### src/rtl/status_ascii_encoder.sv
`default_nettype none
// ============================================================================
// Module   : status_ascii_encoder
// Purpose  : Snapshots an 8-bit status word and sends it to a byte-wide UART
//            transmitter as the six-byte ASCII line "S=HH\r\n" (uppercase
//            hex). A message is sent on request, or on a status change when
//            AUTO_SEND is set.
// Revision : 1.0 - initial release
// ============================================================================
module status_ascii_encoder #(
  parameter int         AUTO_SEND = 1,
  parameter logic [7:0] PREFIX    = 8'h53
) (
  input  logic       clk,
  input  logic       reset,
  input  logic [7:0] i_status,
  input  logic       i_send_req,
  input  logic       i_tx_busy,
  input  logic       i_tx_done,
  output logic [7:0] o_tx_data,
  output logic       o_tx_start,
  output logic       o_busy
);

  typedef enum logic [1:0] {
    ST_IDLE  = 2'd0,
    ST_START = 2'd1,
    ST_WAIT  = 2'd2
  } state_t;

  localparam logic [7:0] c_EQ       = 8'h3D;
  localparam logic [7:0] c_CR       = 8'h0D;
  localparam logic [7:0] c_LF       = 8'h0A;
  localparam logic [2:0] c_LAST_IDX = 3'd5;

  // Uppercase ASCII hex digit for one nibble.
  function automatic logic [7:0] f_hex(input logic [3:0] n);
    if (n < 4'd10) begin
      return 8'h30 + {4'h0, n};
    end
    return 8'h41 + ({4'h0, n} - 8'd10);
  endfunction

  // Byte at position idx of the line for status value s.
  function automatic logic [7:0] f_byte(input logic [2:0] idx, input logic [7:0] s);
    case (idx)
      3'd0:    return PREFIX;
      3'd1:    return c_EQ;
      3'd2:    return f_hex(s[7:4]);
      3'd3:    return f_hex(s[3:0]);
      3'd4:    return c_CR;
      default: return c_LF;
    endcase
  endfunction

  state_t     r_state, w_state_nxt;
  logic [7:0] r_snap, w_snap_nxt;
  logic [7:0] r_last_sent, w_last_sent_nxt;
  logic [2:0] r_idx, w_idx_nxt;
  logic       r_pend, w_pend_nxt;
  logic [7:0] r_tx_data, w_tx_data_nxt;
  logic       r_tx_start, w_tx_start_nxt;
  logic       r_busy, w_busy_nxt;

  logic       w_auto_hit;
  logic       w_trigger;
  logic [2:0] w_idx_inc;

  // The last-sent compare makes the newest status win after a message, so
  // intermediate values seen mid-message are simply skipped.
  assign w_auto_hit = (AUTO_SEND != 0) && (i_status != r_last_sent);
  assign w_trigger  = i_send_req | r_pend | w_auto_hit;
  assign w_idx_inc  = r_idx + 3'd1;

  // Next-state and next-output decode; every register holds unless changed.
  always_comb begin
    w_state_nxt     = r_state;
    w_snap_nxt      = r_snap;
    w_last_sent_nxt = r_last_sent;
    w_idx_nxt       = r_idx;
    w_pend_nxt      = r_pend;
    w_tx_data_nxt   = r_tx_data;
    w_tx_start_nxt  = 1'b0;
    w_busy_nxt      = r_busy;
    case (r_state)
      ST_IDLE: begin
        if (w_trigger) begin
          w_snap_nxt      = i_status;
          w_last_sent_nxt = i_status;
          w_idx_nxt       = 3'd0;
          w_tx_data_nxt   = f_byte(3'd0, i_status);
          w_pend_nxt      = 1'b0;
          w_busy_nxt      = 1'b1;
          w_state_nxt     = ST_START;
        end
      end
      ST_START: begin
        if (i_send_req) begin
          w_pend_nxt = 1'b1;
        end
        if (!i_tx_busy) begin
          w_tx_start_nxt = 1'b1;
          w_state_nxt    = ST_WAIT;
        end
      end
      ST_WAIT: begin
        if (i_send_req) begin
          w_pend_nxt = 1'b1;
        end
        if (i_tx_done) begin
          if (r_idx == c_LAST_IDX) begin
            w_busy_nxt  = 1'b0;
            w_state_nxt = ST_IDLE;
          end else begin
            w_idx_nxt     = w_idx_inc;
            w_tx_data_nxt = f_byte(w_idx_inc, r_snap);
            w_state_nxt   = ST_START;
          end
        end
      end
      default: begin
        w_busy_nxt  = 1'b0;
        w_state_nxt = ST_IDLE;
      end
    endcase
  end

  // State and datapath registers with synchronous active-low reset.
  always_ff @(posedge clk) begin
    if (!reset) begin
      r_state     <= ST_IDLE;
      r_snap      <= 8'h00;
      r_last_sent <= 8'h00;
      r_idx       <= 3'd0;
      r_pend      <= 1'b0;
      r_tx_data   <= 8'h00;
      r_tx_start  <= 1'b0;
      r_busy      <= 1'b0;
    end else begin
      r_state     <= w_state_nxt;
      r_snap      <= w_snap_nxt;
      r_last_sent <= w_last_sent_nxt;
      r_idx       <= w_idx_nxt;
      r_pend      <= w_pend_nxt;
      r_tx_data   <= w_tx_data_nxt;
      r_tx_start  <= w_tx_start_nxt;
      r_busy      <= w_busy_nxt;
    end
  end

  assign o_tx_data  = r_tx_data;
  assign o_tx_start = r_tx_start;
  assign o_busy     = r_busy;

endmodule
`default_nettype wire

### config.mk
export PLATFORM = sky130hd
export DESIGN_NAME = status_ascii_encoder
export DESIGN_NICKNAME = d
export VERILOG_FILES = /design/src/rtl/status_ascii_encoder.sv
export SDC_FILE = /design/constraint.sdc
export NUM_CORES = 1
export LEC_CHECK = 0
export CAP_MARGIN = 10
export CORE_MARGIN = 2
export CORE_UTILIZATION = 55
export CTS_CLUSTER_SIZE = 28
export DETAILED_ROUTE_END_ITERATION = 6
export GPL_ROUTABILITY_DRIVEN = 1
export PLACE_DENSITY = 0.81
export SLEW_MARGIN = 30
export SYNTH_ARGS = -nofsm -noshare
export SYNTH_HDL_FRONTEND = slang
export SYNTH_SLANG_ARGS = --single-unit
### constraint.sdc
create_clock -name clk -period 3.2 [get_ports clk]
set_clock_uncertainty 0.15 [all_clocks]
set_input_delay 0.64 -clock clk [delete_from_list [all_inputs] [get_ports clk]]
set_output_delay 0.64 -clock clk [all_outputs]
set_load 0.05 [all_outputs]
==> results.cfg, run 1 <==
[status]
status = complete, no violations

[critical_path]
worstReg2RegStart = r_state[0]
arrival_ps = 1500
cp_num_buf_inv = 1
crit_family = buffers and inverters
r2r_end = o_tx_data[2]
crit_path_start_kind = flip-flop
end_kind = output pin
slowest_delay_ps = 810
reg2reg_depth = 7
critical_path.max_fanout = 2
crit_slowest_cell = clkdlybuf4s50_1
cp.depth = 1
worstPathCellList = clkdlybuf4s50_1
worstPathRequired_ps = 2410
worstSetupPathType = flip-flop to output pin
worst-r2r-setup-slack_ps = 910

[finish]
diodes = 0
drive_gt1_frac = 0.05310
syn2layout_area_growth_pct = 13.97
final_nets = 258

[detailed_routing]
avgRoutedWirePerCell_um = 12.67
num_vias = 1487
wl_um = 3421
ant_nets = 0
routed_via_density = 5.507
initialDrtViolationCount = 44
drcViolationCount = 0
dr.pass1.iters = 4

[grt]
grt_pass1_vias = 1329
gr-usage-all-layers = 0.2046
grt-ovfl-total = 0
grt_pass1_wl_um = 5775
antenna_found_initial = 0
grt_max_degree = 19

[place]
numPortBuffers = 21
place_congestion = 0.8718
place_hpwl_um = 2732

[cts]
h-tree-depth = 1
post_cts_resized = 0
cts.clk_slew.worst_paths_ps = 140
ctsRootBufferMaster = clkbuf_4
clockBufferDepth = 2
cts_setup_buffers = 0
cts_tree = built
clock_latency_ps = 310
cts_sinks = 23
cts_made_buffers = 3
cts_hold_buf = 0

[yosys]
avgSynthCellArea_um2 = 8.443
seq_area_frac_synth = 0.2597
synth_top_area_share = 0.2597
synth_cell_types = 42
syn_area_um2 = 1773
synth_ff_type = dfxtp_1
synth_top_area_cell = dfxtp_1
synth_edf_count = 0
yosys-top-cells-count = 27 x nand2_1, 23 x dfxtp_1, 18 x ha_1, 15 x inv_1, 14 x mux2i_1
async_flop_share = 0
synth.most_common_cell = nand2_1
netlist_top_cells_area = dfxtp_1 26%, ha_1 13%, mux2i_1 7.9%
syn_nets = 241
syn_inst = 210
ys_ff_latch = 23
yosys_warnings = 0

[job]
cap_violations = 0

[floorplanning]
fp.coreArea_um2 = 3053
io_pins = 23
die-area_um2 = 3694
fp-row-count = 20
chipHeight_um = 60.78
initial_core_util = 0.5807
die_w_um = 60.78

[timing]
setup_viol = 0
drv_slew = 0
hold_viol_final = 0
rsz0062_at_grt = no
relSlewSlack = 0.6695
fmax_mhz = 436.4
period_minus_slack_ps = 2292
whs_ps = 331.7
post-route-period-util = 0.7161
setup_tns_ps = 0
max_slew.worst_pin.slew_ps = 489.4

[pwr]
irDropWorstVdd_mv = 0.4272
p_per_area_nw_per_um2 = 727.1
p_leak_uw = 0.0007992
fin_total_pwr_uw = 1469

[hold_path]
holdPathEnd = o_tx_data[3]
holdCritPathClass = flip-flop to flip-flop
min_delay_path_depth = 2
holdCritStartpoint = o_tx_data[3]
[final cells by class]
type | count | area (um2)
clock buffers | 4 | 26.28
fillers | 291 | 1032
inverters | 15 | 56.30
multi-input cells | 161 | 1197
flip-flops and latches | 23 | 460.4
well taps | 44 | 55.05
repair buffers | 23 | 225.2
[metrics by stage]
stage	util	area, um2	cells	setup slack [ps]
2_1_floorplan	-	1773	210	1172
3_3_place_gp	0.6533	1994	266	667.9
4_1_cts	0.6619	2021	270	893.9
5_1_grt	0.6619	2021	270	716.6
3_5_place_dp	0.6533	1994	266	674.5
6_report	0.6619	2021	270	908.4
[flip-flops by register name, summed over array words and instances, names as in the netlist]
signal	flops
o_busy	1
o_tx_data	7
o_tx_start	1
r_idx	3
r_last_sent	8
r_pend	1
r_state	2
[cell families (layout without fill, tap and decap cells)]
group	Yosys count	count (layout)	share of synthesized area
AOI/OAI and AO/OA	48	48	0.2011
xor gates and xnor gates	17	17	0.09669
adders and majority gates	18	18	0.1270
buffers and inverters	26	42	0.06492
DFF	23	23	0.2597
muxes	14	14	0.07904
other	1	1	0.002115
and+or+nand+nor	63	63	0.1694
[layout by cell type, fill, tap and decap left out, types with 4 or more instances in the layout]
cell             Yosys  final
nand2_1             27     27
nand3_1              6      6
a21boi_0             4      4
a21oi_1              7      7
inv_1               15     15
mux2i_1             14     14
ha_1                18     18
clkdlybuf4s50_1      0     21
a211oi_1             5      5
xnor2_1              8      8
o22ai_1              4      4
nor2b_1              9      9
xor2_1               6      6
dfxtp_1             23     23
o21ai_0              9      9
nor2_1              12     12
[worst min-delay path: cells and delay by family, from the launching register on]
| kind | cells | cell delay [ps] |
|---|---|---|
| compound gates | 1 | 60 |
| flops | 1 | 330 |
| simple gates | 1 | 50 |
[per-layer routing]
| metal | part of all wire | vias to the layer above | track usage |
|---|---|---|---|
| met3 | 0.018 | 8 | 0.01919 |
| met5 | 0 | - | 0 |
| li1 | - | 768 | - |
| met1 | 0.48 | 689 | 0.2792 |
| met2 | 0.48 | 22 | 0.3395 |
| met4 | 0.020 | 0 | 0.06832 |
[power by group]
part           switching, uW  leakage (uW)  internal (uW)
registers               79.6      0.000190            364
clock network           88.3     0.0000150           48.6
logic                    515      0.000595            373
total                    683      0.000799            786
[how the worst max path moves through the flow]
stage / to / start
floorplan: o_tx_data[2] / r_last_sent[5]
global placement: o_tx_data[6] / i_status[2]
detailed placement: o_tx_data[4] / i_status[5]
CTS: o_tx_data[1] / o_tx_data[1]
global route: o_tx_data[2] / r_last_sent[6]
finish: o_tx_data[1] / o_tx_data[1]
No activity file was read; power rests on OpenSTA's default activity.
==> run 2: changes to the inputs <==
--- a/config.mk
+++ b/config.mk
@@ -7,11 +7,11 @@
 export LEC_CHECK = 0
 export CAP_MARGIN = 10
 export CORE_MARGIN = 2
-export CORE_UTILIZATION = 55
+export CORE_UTILIZATION = 50
 export CTS_CLUSTER_SIZE = 28
 export DETAILED_ROUTE_END_ITERATION = 6
 export GPL_ROUTABILITY_DRIVEN = 1
-export PLACE_DENSITY = 0.81
+export PLACE_DENSITY = 0.77
 export SLEW_MARGIN = 30
 export SYNTH_ARGS = -nofsm -noshare
 export SYNTH_HDL_FRONTEND = slang
==> constraint.sdc (replaced) <==
create_clock -name clk -period 1.9 [get_ports clk]
set_clock_uncertainty 0.15 [all_clocks]
set_input_delay 0.38 -clock clk [delete_from_list [all_inputs] [get_ports clk]]
set_output_delay 0.38 -clock clk [all_outputs]
set_load 0.05 [all_outputs]
==> results.cfg, run 2 (synthesized netlist as in run 1, its figures left out) <==
[floorplanning]
io_pins = 23
die-area_um2 = 4038
die_w_um = 63.55
fp-row-count = 21
initial_core_util = 0.5272
fp.coreArea_um2 = 3363
chipHeight_um = 63.55

[finish]
ff_latch_area_um2 = 479.2
fillers = 206
fin_area_um2 = 2645
syn2layout_area_growth_pct = 49.19
final_nets = 297
drive_gt1_frac = 0.4151
final_util = 0.7865
final_common_cell = buf_4
diodes = 0
multi_input_area_um2 = 1510
largest-register = r_last_sent
final_cell_mix = 44 x buf_4, 25 x nand2_1, 14 x mux2i_1
largest_register_ffs = 8

[cts]
cts_sinks = 23
ctsRootBufferMaster = clkbuf_4
h-tree-depth = 1
clockBufferDepth = 2
cts_tree = built
cts.clk_slew.worst_paths_ps = 150
cts_made_buffers = 3
clock_latency_ps = 330

[pwr]
p_sw_uw = 1650
irDropWorstVdd_mv = 0.8606
switching_share = 0.4674
power_frac_seq = 0.217
p_leak_uw = 0.001121
combPwrFrac = 0.713
p_per_area_nw_per_um2 = 1335
clkPwrFrac = 0.070
p_int_uw = 1880

[grt]
grt_pass1_wl_um = 7555
grt_pass1_vias = 1673
grt-ovfl-total = 0
antenna_found_initial = 0
grt_max_degree = 15
gr-usage-all-layers = 0.2329

[detailed_routing]
wl_um = 5625
initialDrtViolationCount = 159
dr.pass1.iters = 6
avgRoutedWirePerCell_um = 18.09
ant_nets = 0
routed_via_density = 6.048
drcViolationCount = 0
num_vias = 1881

[timing]
hold_viol_final = 0
relSlewSlack = 0.6685
rsz0062_at_grt = yes
setup_viol = 11
max_slew.worst_pin.slew_ps = 495.7
setup_tns_ps = -472.3
drv_slew = 0
period_minus_slack_ps = 1991
setup_ws_ps = -91.39
post-route-period-util = 1.048
fmax_mhz = 502.2

[job]
cap_violations = 0

[place]
place_congestion = 0.8755
dpl_cell_area_um2 = 2180
numPortBuffers = 21
place_hpwl_um = 3004

[critical_path]
worstPathRequired_ps = 1970
worstSetupPathType = flip-flop to flip-flop
end_kind = flip-flop
critical_path.max_fanout = 7
arrival_ps = 2060
crit_path_start_kind = flip-flop

[status]
status = complete, but fails checks
violations = setup timing

[hold_path]
holdCritPathClass = primary input to flip-flop
-- run 2: worst paths after layout --
check	from	to	slack (ps)	cells after the start
worst max-delay path	r_last_sent[7]	o_tx_data[3]	-90	6
worst min-delay path	i_status[6]	r_last_sent[6]	300	3
worst max register to register	r_last_sent[7]	o_tx_data[3]	-90	6
worst min register to register	o_tx_data[3]	o_tx_data[3]	330	2
-- run 2: what timing repair did --
| item | in CTS | in global routing |
|---|---|---|
| pin swaps | 13 | 13 |
| setup endpoints to repair | 9 | 14 |
| hold buffers | 0 | 0 |
| setup buffers | 8 | 5 |
| endpoints found under the hold margin | 0 | 0 |
| cloned | 1 | 0 |
| resized for setup | 28 | 54 |
-- run 2: worst max-delay path: stages (launching register included) --
cell and delay [ps]:
dfxtp_2 410, xnor2_2 280, nand3_4 150, o41a_4 570, buf_4 160, o31ai_1 50
o22ai_1 100
-- run 2: area by class of cell --
cell class              count  area share
clock buffers               4    0.009934
well taps                  46     0.02176
multi-input cells         162      0.5710
inverters                  15     0.02271
flip-flops and latches     23      0.1812
repair buffers             61      0.1935
-- run 2: routing by layer --
metal	wire length, um	global-route usage	part of all wire	vias to the layer above
met4	201	0.06793	0.036	0
li1	-	-	-	861
met5	0	0	0	-
met3	342	0.02679	0.061	26
met2	2878	0.3947	0.51	87
met1	2203	0.3093	0.39	907
-- run 2: power groups by stage --
stage	clock network [uW]	registers [uW]	logic [uW]
final	248	766	2520
after global routing	267	783	2670
after CTS	246	729	2000
after detailed placement	0	732	1720
after global placement	0	728	1700
after floorplan	0	941	1030
-- run 2: metrics by stage --
step	setup slack, ps	std cells	power, uW	hold slack (ps)
finish	-91.39	311	3530	302.7
floorplan	5.250	210	1972	301.7
global placement	-345.3	293	2427	304.3
global route	-160.9	311	3721	336.6
CTS	-104.7	306	2979	327.1
detailed placement	-370.8	293	2455	306.3
==> run 3: changes to the inputs <==
--- a/config.mk
+++ b/config.mk
@@ -7,11 +7,12 @@
 export LEC_CHECK = 0
 export CAP_MARGIN = 10
 export CORE_MARGIN = 2
-export CORE_UTILIZATION = 50
+export CORE_UTILIZATION = 55
 export CTS_CLUSTER_SIZE = 28
 export DETAILED_ROUTE_END_ITERATION = 6
+export DONT_BUFFER_PORTS = 1
 export GPL_ROUTABILITY_DRIVEN = 1
-export PLACE_DENSITY = 0.77
+export PLACE_DENSITY = 0.74
 export SLEW_MARGIN = 30
 export SYNTH_ARGS = -nofsm -noshare
 export SYNTH_HDL_FRONTEND = slang
==> results.cfg, run 3 (synthesized netlist as in run 1, its figures left out) <==
[status]
status = complete, but fails checks
violations = setup timing

[cts]
cts.clk_slew.worst_paths_ps = 150
ctsRootBufferMaster = clkbuf_4
h-tree-depth = 1
cts_made_buffers = 3
clock_latency_ps = 330
cts_sinks = 23
clockBufferDepth = 2
cts_tree = built

[floorplanning]
die-area_um2 = 3694
fp.coreArea_um2 = 3053
fp-row-count = 20
initial_core_util = 0.5807
io_pins = 23
chipHeight_um = 60.78
die_w_um = 60.78

[finish]
final_cell_mix = 28 x buf_4, 26 x nand2_1, 16 x dfxtp_1
largest_register_ffs = 8
final_nets = 268
syn2layout_area_growth_pct = 31.05
drive_gt1_frac = 0.3432
largest-register = r_last_sent
fillers = 201
final_common_cell = buf_4
fin_cells = 280
fin_area_um2 = 2323
diodes = 0

[critical_path]
worstPathRequired_ps = 2020
crit_path_start_kind = flip-flop
end_kind = flip-flop
arrival_ps = 2150
worstSetupPathType = flip-flop to flip-flop
reg2reg_depth = 9
critical_path.max_fanout = 3

[timing]
setup_viol = 3
whs_ps = 5.457
drv_slew = 0
rsz0062_at_grt = yes
fmax_mhz = 493.4
period_minus_slack_ps = 2027
max_slew.worst_pin.slew_ps = 519.6
setup_ws_ps = -126.6
hold_viol_final = 0
relSlewSlack = 0.6531
post-route-period-util = 1.067

[pwr]
p_leak_uw = 0.0009250
irDropWorstVdd_mv = 0.9880
power_frac_seq = 0.303
p_sw_uw = 1493
p_int_uw = 1623
p_per_area_nw_per_um2 = 1341
combPwrFrac = 0.614
fin_total_pwr_uw = 3116
clkPwrFrac = 0.083
switching_share = 0.4790

[place]
dpl_cell_area_um2 = 1974
numPortBuffers = 0
placed_cells = 268
place_congestion = 0.8576
place_hpwl_um = 3084
dp_slack_ps = -115.0

[grt]
grt-ovfl-total = 0
grt_pass1_wl_um = 7113
grt_max_degree = 30
gr-usage-all-layers = 0.2553
grt_pass1_vias = 1579
antenna_found_initial = 0

[hold_path]
holdCritPathClass = primary input to flip-flop
min_delay_path_depth = 2

[detailed_routing]
drcViolationCount = 0
num_vias = 1714
routed_via_density = 6.121
ant_nets = 0
avgRoutedWirePerCell_um = 18.30
dr.pass1.iters = 4
initialDrtViolationCount = 64
wl_um = 5123

[job]
cap_violations = 0
## run 3: cell types whose count changed in the layout (fill, tap and decap cells not counted), sizes merged
cell,change
o41a,+1
clkinvlp,-1
clkdlybuf4s50,-4
dlymetal6s2s,-4
dlygate4sd2,-4
dlygate4sd3,+1
inv,+1
buf,-19
## run 3: routing by layer
layer	up-vias	routed length [um]	GRT usage
met5	-	0	0
met4	0	169	0.08385
met3	23	284	0.04264
met2	68	2611	0.4485
met1	828	2058	0.3161
li1	795	-	-
## run 3: power by group through the flow
stage                     combinational (uW)  sequential [uW]  clock, uW
after floorplan                         1030              941          0
after global placement                  1360              925          0
after detailed placement                1410              933          0
after CTS                               1610              932        251
after global routing                    2050              959        274
final                                   1910              945        259
## run 3: final cells by class
cell class | instances | area (um2) | share of cell area
multi-input cells | 163 | 1471 | 0.6333
flip-flops and latches | 23 | 469.2 | 0.2019
repair buffers | 31 | 242.7 | 0.1045
inverters | 15 | 58.81 | 0.02531
well taps | 44 | 55.05 | 0.02369
clock buffers | 4 | 26.28 | 0.01131
## run 3: critical path, stage by stage (launching register included)
cell	delay, ps
dfxtp_2	380
inv_2	60
ha_4	160
inv_2	70
ha_4	200
buf_4	130
xor2_1	160
a211oi_1	390
o31ai_2	110
o22ai_1	160
## run 3: path summary, 6_finish.rpt
path,startpoint,end,slack (ps)
max,r_last_sent[6],o_tx_data[3],-130
min,reset,o_tx_start,5
max reg2reg,r_last_sent[6],o_tx_data[3],-130
min reg2reg,r_pend,r_pend,350
## run 3: per-stage QoR
step,utilization,TNS (ps)
2_1_floorplan,-,0
6_report,0.7611,-236.5
3_5_place_dp,0.6467,-158.2
4_1_cts,0.6992,-70.47
5_1_grt,0.7611,-628.6
3_3_place_gp,0.6467,-37.68
## run 3: timing repair
| item | in CTS | in global routing |
|---|---|---|
| pin swaps | 10 | 11 |
| gates cloned | 1 | 1 |
| resized for setup | 21 | 29 |
| hold buffers | 1 | 0 |
| setup endpoints to repair | 7 | 17 |
| setup buffers | 3 | 2 |
| endpoints found under the hold margin | 1 | 0 |
